===== config.mk =====
export PLATFORM = sky130hd
export DESIGN_NAME = pci_target_decode
export DESIGN_NICKNAME = d
export VERILOG_FILES = /design/src/rtl/pci_target_decode.sv
export SDC_FILE = /design/constraint.sdc
export NUM_CORES = 1
export LEC_CHECK = 0
export BUFFER_PORTS_ARGS = -buffer_cell sky130_fd_sc_hd__clkbuf_2
export CAP_MARGIN = 15
export CORE_ASPECT_RATIO = 0.6
export CORE_UTILIZATION = 50
export DETAILED_ROUTE_END_ITERATION = 10
export GPL_ROUTABILITY_DRIVEN = 0
export GPL_TIMING_DRIVEN = 0
export HOLD_SLACK_MARGIN = 0.12
export PLACE_DENSITY = 0.82
export SYNTH_ARGS = -nofsm -noshare
export SYNTH_HDL_FRONTEND = slang
export SYNTH_SLANG_ARGS = --single-unit

===== constraint.sdc =====
create_clock -name clk -period 5.1 [get_ports clk]
set_clock_uncertainty 0.15 [all_clocks]
set_input_delay 0.255 -clock clk [delete_from_list [all_inputs] [get_ports clk]]
set_output_delay 0.255 -clock clk [all_outputs]
set_load 0.02 [all_outputs]

===== src/rtl/pci_target_decode.sv =====
// PCI target front end: address-phase detection, single-window decode and the
// DEVSEL#/TRDY#/STOP# handshake, with per-phase dword address and byte enables.
module pci_target_decode #(
  parameter logic [31:0] BASE_ADDR    = 32'h0000_1000,
  parameter int          WIN_BITS     = 8,
  parameter int          DEVSEL_SPEED = 0,
  parameter int          MAX_BURST    = 16
) (
  input  logic        clk,
  input  logic        rst,
  input  logic        Frame,
  input  logic        Iready,
  input  logic [31:0] AD,
  input  logic [3:0]  CBE,
  output logic        Devsel,
  output logic        Trdy,
  output logic        Stop,
  output logic [1:0]  RW,
  output logic [31:0] addr,
  output logic [3:0]  be,
  output logic        data_valid
);

  localparam int CNT_W = $clog2(MAX_BURST + 1);
  localparam int LOW_W = WIN_BITS - 2;

  localparam logic [1:0] RW_NONE  = 2'd0;
  localparam logic [1:0] RW_READ  = 2'd1;
  localparam logic [1:0] RW_WRITE = 2'd2;

  typedef enum logic [2:0] {
    S_IDLE     = 3'd0,
    S_DECODE   = 3'd1,
    S_TURN     = 3'd2,
    S_DATA     = 3'd3,
    S_STOPPING = 3'd4,
    S_BACKOFF  = 3'd5,
    S_MISS     = 3'd6
  } state_t;

  state_t             state_q, state_d;
  logic               frame_prev_q, frame_prev_d;
  logic [31:0]        addr_q, addr_d;
  logic [3:0]         be_q, be_d;
  logic [CNT_W-1:0]   count_q, count_d;
  logic [1:0]         wait_q, wait_d;
  logic [1:0]         cmd_q, cmd_d;
  logic               devsel_q, devsel_d;
  logic               trdy_q, trdy_d;
  logic               stop_q, stop_d;
  logic [1:0]         rw_q, rw_d;

  logic               addr_phase;
  logic               addr_hit;
  logic [31:0]        addr_inc;
  logic [CNT_W-1:0]   count_inc;
  logic               unused_ad_bits;

  function automatic logic [1:0] cmd_kind(input logic [3:0] cmd);
    case (cmd)
      4'b0110, 4'b1100, 4'b1110: cmd_kind = RW_READ;
      4'b0111, 4'b1111:          cmd_kind = RW_WRITE;
      default:                   cmd_kind = RW_NONE;
    endcase
  endfunction

  // Increment stays inside the window: only the offset bits advance.
  function automatic logic [31:0] addr_next(input logic [31:0] a);
    logic [31:0] r;
    r = a;
    r[WIN_BITS-1:2] = a[WIN_BITS-1:2] + LOW_W'(1);
    return r;
  endfunction

  function automatic logic disconnect(input logic [31:0] a, input logic [CNT_W-1:0] cnt);
    return (cnt == CNT_W'(MAX_BURST - 1)) || (&a[WIN_BITS-1:2]);
  endfunction

  assign addr_phase     = (state_q == S_IDLE) && !Frame && frame_prev_q;
  assign addr_hit       = (AD[31:WIN_BITS] == BASE_ADDR[31:WIN_BITS]) && (cmd_kind(CBE) != RW_NONE);
  assign addr_inc       = addr_next(addr_q);
  assign count_inc      = count_q + CNT_W'(1);
  assign unused_ad_bits = ^AD[1:0];

  assign Devsel     = devsel_q;
  assign Trdy       = trdy_q;
  assign Stop       = stop_q;
  assign RW         = rw_q;
  assign addr       = addr_q;
  assign be         = be_q;
  assign data_valid = (state_q == S_DATA) && !Iready && !trdy_q;

  // Next-state and next-output computation for the target handshake.
  always_comb begin
    state_d      = state_q;
    frame_prev_d = Frame;
    addr_d       = addr_q;
    be_d         = be_q;
    count_d      = count_q;
    wait_d       = wait_q;
    cmd_d        = cmd_q;
    devsel_d     = devsel_q;
    trdy_d       = trdy_q;
    stop_d       = stop_q;
    rw_d         = rw_q;
    case (state_q)
      S_IDLE: begin
        if (addr_phase) begin
          addr_d  = {AD[31:2], 2'b00};
          cmd_d   = cmd_kind(CBE);
          count_d = {CNT_W{1'b0}};
          wait_d  = 2'd0;
          if (addr_hit) begin
            state_d = S_DECODE;
          end else begin
            state_d = S_MISS;
          end
        end else begin
          state_d = S_IDLE;
        end
      end
      S_DECODE: begin
        if (wait_q == 2'(DEVSEL_SPEED)) begin
          devsel_d = 1'b0;
          rw_d     = cmd_q;
          if (cmd_q == RW_WRITE) begin
            trdy_d  = 1'b0;
            stop_d  = ~disconnect(addr_q, count_q);
            state_d = S_DATA;
          end else begin
            state_d = S_TURN;
          end
        end else begin
          wait_d = wait_q + 2'd1;
        end
      end
      S_TURN: begin
        trdy_d  = 1'b0;
        stop_d  = ~disconnect(addr_q, count_q);
        state_d = S_DATA;
      end
      S_DATA: begin
        be_d = CBE;
        if (!Iready) begin
          addr_d  = addr_inc;
          count_d = count_inc;
          if (Frame) begin
            devsel_d = 1'b1;
            trdy_d   = 1'b1;
            stop_d   = 1'b1;
            rw_d     = RW_NONE;
            state_d  = S_BACKOFF;
          end else if (!stop_q) begin
            // Disconnect-with-data just completed; keep DEVSEL#/STOP# until FRAME# drops.
            trdy_d  = 1'b1;
            state_d = S_STOPPING;
          end else begin
            stop_d = ~disconnect(addr_inc, count_inc);
          end
        end else begin
          state_d = S_DATA;
        end
      end
      S_STOPPING: begin
        if (Frame) begin
          devsel_d = 1'b1;
          trdy_d   = 1'b1;
          stop_d   = 1'b1;
          rw_d     = RW_NONE;
          state_d  = S_BACKOFF;
        end else begin
          state_d = S_STOPPING;
        end
      end
      S_BACKOFF: begin
        state_d = S_IDLE;
      end
      S_MISS: begin
        if (Frame && Iready) begin
          state_d = S_IDLE;
        end else begin
          state_d = S_MISS;
        end
      end
      default: begin
        devsel_d = 1'b1;
        trdy_d   = 1'b1;
        stop_d   = 1'b1;
        rw_d     = RW_NONE;
        state_d  = S_IDLE;
      end
    endcase
  end

  // State and output registers; reset returns the target to an idle bus.
  always_ff @(posedge clk) begin
    if (rst) begin
      state_q      <= S_IDLE;
      frame_prev_q <= 1'b0;
      addr_q       <= 32'h0000_0000;
      be_q         <= 4'hF;
      count_q      <= {CNT_W{1'b0}};
      wait_q       <= 2'd0;
      cmd_q        <= RW_NONE;
      devsel_q     <= 1'b1;
      trdy_q       <= 1'b1;
      stop_q       <= 1'b1;
      rw_q         <= RW_NONE;
    end else begin
      state_q      <= state_d;
      frame_prev_q <= frame_prev_d;
      addr_q       <= addr_d;
      be_q         <= be_d;
      count_q      <= count_d;
      wait_q       <= wait_d;
      cmd_q        <= cmd_d;
      devsel_q     <= devsel_d;
      trdy_q       <= trdy_d;
      stop_q       <= stop_d;
      rw_q         <= rw_d;
    end
  end

endmodule

==> implementation parameters <==
Parameter                              Value

Synth
  Biggest area consumer among synthesized cells    sky130_fd_sc_hd__dfxtp_1
  Yosys warning total    0
  Yosys reg bits    52
  Fraction of the yosys area taken by sequential cells    0.408
  Most used DFF post-synth    sky130_fd_sc_hd__dfxtp_1
  List of most frequent post-synthesis cells    sky130_fd_sc_hd__nand2_1, sky130_fd_sc_hd__dfxtp_1, sky130_fd_sc_hd__a21oi_1
  Number of distinct standard cells referenced by the synthesized netlist    49
  Cell area after technology mapping    0.00255 sq mm
  Post-synthesis cell count    around 330
  Count of flip-flops with a built-in enable after synthesis    0
  Top post-synthesis cells by area    sky130_fd_sc_hd__dfxtp_1, sky130_fd_sc_hd__nand2_1, sky130_fd_sc_hd__a21oi_1
  Post-synthesis async set-or-reset flop share    0
  Area share of the largest cell type after synthesis    0.408
  Most repeated cell in the gate-level netlist after synthesis    sky130_fd_sc_hd__nand2_1
  Avg Inst Size Synth    7.75 sq um

Global routing
  Aggregate global-route resource usage    0.297
  Initial antenna violation count    0
  Wire length of the first global-routing pass    12,200 um
  Remaining Overflow, GRT    0
  Vias in the first global route    ~2.6k
  Largest net degree at the start of global routing    17

Clock tree
  Number of post-CTS setup repair buffers    0
  Number of hold buffers added after cts    29
  Clock tree from TritonCTS    built
  Clk Latency, worst-skew pair    0.32 ns
  Buffer depth of the longest clock path    2
  Sinks on Clock Net    between 50 and 60
  Root buffer selected by CTS    sky130_fd_sc_hd__clkbuf_8
  Register clock-pin slew on the reported worst setup and hold paths    0.10 ns
  H-Tree Depth    2
  Number of gates resized after cts    0
  Number of CTS-inserted buffers    5

Place
  # port buffers    75
  Detailed Place HPWL    5200 um
  Total placed cells including tap cells    between 400 and 500
  Cell Area, Placed    ~0.003 sq mm

Worst setup path
  Buffering stage count on the worst path with inverters included    3
  Worst-path cell with the longest stage delay    sky130_fd_sc_hd__clkbuf_1
  Crit path max fanout    10
  Critical path, cell by cell    buf_6 -> clkbuf_1 -> nand3b_1 -> clkbuf_1 -> nand2_1 -> a21oi_1
  Critical Path RT    5.19 ns
  Crit end category    register
  Worst setup slack for register-to-register paths    2.88 ns
  Critical setup path kind    reg2reg
  Critical Path AT    approximately 2.3 ns
  Critical path launch point type    register
  Largest stage delay on the critical path    0.44 ns
  Cell family with the largest share of critical-path delay    buffers and inverters
  Critical path's most frequent cell    sky130_fd_sc_hd__clkbuf_1

Layout
  Finished Layout Cells    505
  Antenna cells    0
  Post-route cell area    0.00340 sq mm
  Area added between synthesis and finish    33.1%
  Share of cells above drive strength 1    0.224
  Nets    487

Power
  Switching portion of total power    0.313
  Internal Power    between 0.6 and 0.7 mW
  Net switching power of the design    0.280 mW
  Proportion of power drawn by the clock network    0.284
  Static leakage    between 1 and 1.5 nW
  Register share of total power    0.488
  Total power consumption of the routed design    between 0.8 and 0.9 mW
  Maximum vdd drop    around 0.16 mV
  Pwr Density    264 mW/mm^2
  Relative contribution of combinational cells to total power    0.228

Die
  DIE AREA    0.00540 sq mm
  Core box area    0.00473 sq mm
  Initial Util    0.539
  I/O pins    82
  Width of the die    94.2 um
  Site Rows    19
  Die Height    57.3 um

Timing
  Highest attainable clock frequency    0.451 GHz
  Setup repair after global routing missed its margin    false
  Number of max-slew violations in the final report    0
  Setup-violating endpoint count in the final report    0
  Summed negative setup slack over all endpoints    0 ns
  Share of the clock period used by the worst path    0.434
  Pin slew with the least headroom to its limit    0.572 ns
  Worst slew slack as a fraction of its limit    0.619
  Min cycle time layout    2.22 ns
  Hold violation count in the final report    0

Detailed routing
  Number of nets with antenna violations after routing    0
  Iteration-0 DRC Markers    259
  First drt pass iteration count    5
  Wire length per cell    15.6 um
  Number of vias per cell after detailed routing    5.67
  Total number of vias    2,862
  DRC errors left    0
  Post-detailed-routing wire length    slightly below 8000 um

Status
  Outcome    finished, final reports clean

Hold path
  Class of the most critical hold timing path    in2reg

Job
  Max_cap viols    0
## flip-flops by register name (all words and copies together) (netlist names), 2 cells and up
register  cells
state_q       3
addr         30
be            4
count_q       5
RW            2
cmd_q         2
wait_q        2
## worst register-to-register path: stages, from the launching register on
cell and delay [ns]:
sky130_fd_sc_hd__dfxtp_1 0.34, sky130_fd_sc_hd__buf_6 0.14, sky130_fd_sc_hd__clkbuf_1 0.34, sky130_fd_sc_hd__nand3b_1 0.39
sky130_fd_sc_hd__clkbuf_1 0.44, sky130_fd_sc_hd__nand2_1 0.13, sky130_fd_sc_hd__a21oi_1 0.21
## placed cells by master, fill, tap and decap left out, types with 3 or more instances in the layout
cell type,count
sky130_fd_sc_hd__a21boi_0,3
sky130_fd_sc_hd__a21oi_1,41
sky130_fd_sc_hd__a22o_1,3
sky130_fd_sc_hd__a22oi_1,3
sky130_fd_sc_hd__and3_1,4
sky130_fd_sc_hd__buf_2,6
sky130_fd_sc_hd__clkbuf_1,13
sky130_fd_sc_hd__clkbuf_2,75
sky130_fd_sc_hd__clkbuf_8,6
sky130_fd_sc_hd__dfxtp_1,52
sky130_fd_sc_hd__dlygate4sd3_1,29
sky130_fd_sc_hd__ha_1,6
sky130_fd_sc_hd__inv_1,7
sky130_fd_sc_hd__mux2i_1,3
sky130_fd_sc_hd__nand2_1,71
sky130_fd_sc_hd__nand2b_1,4
sky130_fd_sc_hd__nand3_1,10
sky130_fd_sc_hd__nand3b_1,4
sky130_fd_sc_hd__nand4_1,5
sky130_fd_sc_hd__nor2_1,24
sky130_fd_sc_hd__nor2b_1,8
sky130_fd_sc_hd__nor3_1,10
sky130_fd_sc_hd__nor4_1,4
sky130_fd_sc_hd__nor4b_1,3
sky130_fd_sc_hd__o21ai_0,10
sky130_fd_sc_hd__xnor2_1,3
## cell type report
| class | count | area [sq um] |
|---|---|---|
| clock inverter | 2 | 13.8 |
| timing repair buffer | 104 | 666 |
| buffer | 23 | 109 |
| sequential | 52 | 1040 |
| fill | 373 | 1340 |
| clock buffer | 6 | 82.6 |
| tap | 63 | 78.8 |
| multi-input combinational | 248 | 1380 |
| inverter | 7 | 26.3 |
## path summary, 6_finish.rpt
kind / from / end / depth (start not counted)
hold reg to reg: addr[15]$_SDFFE_PP0P_ / addr[15]$_SDFFE_PP0P_ / 2
hold / removal: AD[4] / addr[4]$_SDFFE_PP0P_ / 5
setup reg to reg: state_q[0]$_SDFFE_PP0P_ / addr[19]$_SDFFE_PP0P_ / 6
setup / recovery: state_q[0]$_SDFFE_PP0P_ / addr[19]$_SDFFE_PP0P_ / 6
## cells by family (layout without fill, tap and decap cells)
group           count (synthesis)  in the layout  synth area share
compound gates                 79             79             0.194
xor+xnor                        4              4            0.0137
fa+ha+maj                       6              6            0.0294
buf+inv                        30            142            0.0530
flops                          52             52             0.408
mux                             5              5            0.0206
other cells                     1              2           0.00147
simple gates                  152            152             0.280
## power by group through the flow
stage	clock network [mW]	registers, mW	logic [mW]
floorplan	0	0.461	0.103
global placement	0	0.445	0.174
detailed placement	0	0.446	0.178
CTS	0.255	0.436	0.196
global route	0.272	0.439	0.219
finish	0.255	0.437	0.205
## metrics by stage
stage,util,setup slack [ns],hold slack (ns)
6_report,0.718,2.88,0.136
5_1_grt,0.718,2.76,0.141
4_1_cts,0.718,2.89,0.136
3_5_place_dp,0.636,3.06,0.299
3_3_place_gp,0.636,3.11,0.291
2_1_floorplan,-,3.28,0.229
## layer usage
layer | track usage | up-vias | share of wire
met5 | 0 | - | 0
met3 | 0.0560 | 23 | 0.087
met1 | 0.406 | 1307 | 0.45
met4 | 0.123 | 0 | 0.027
li1 | - | 1362 | -
met2 | 0.463 | 170 | 0.44
Power figures use the tool's default switching activity.
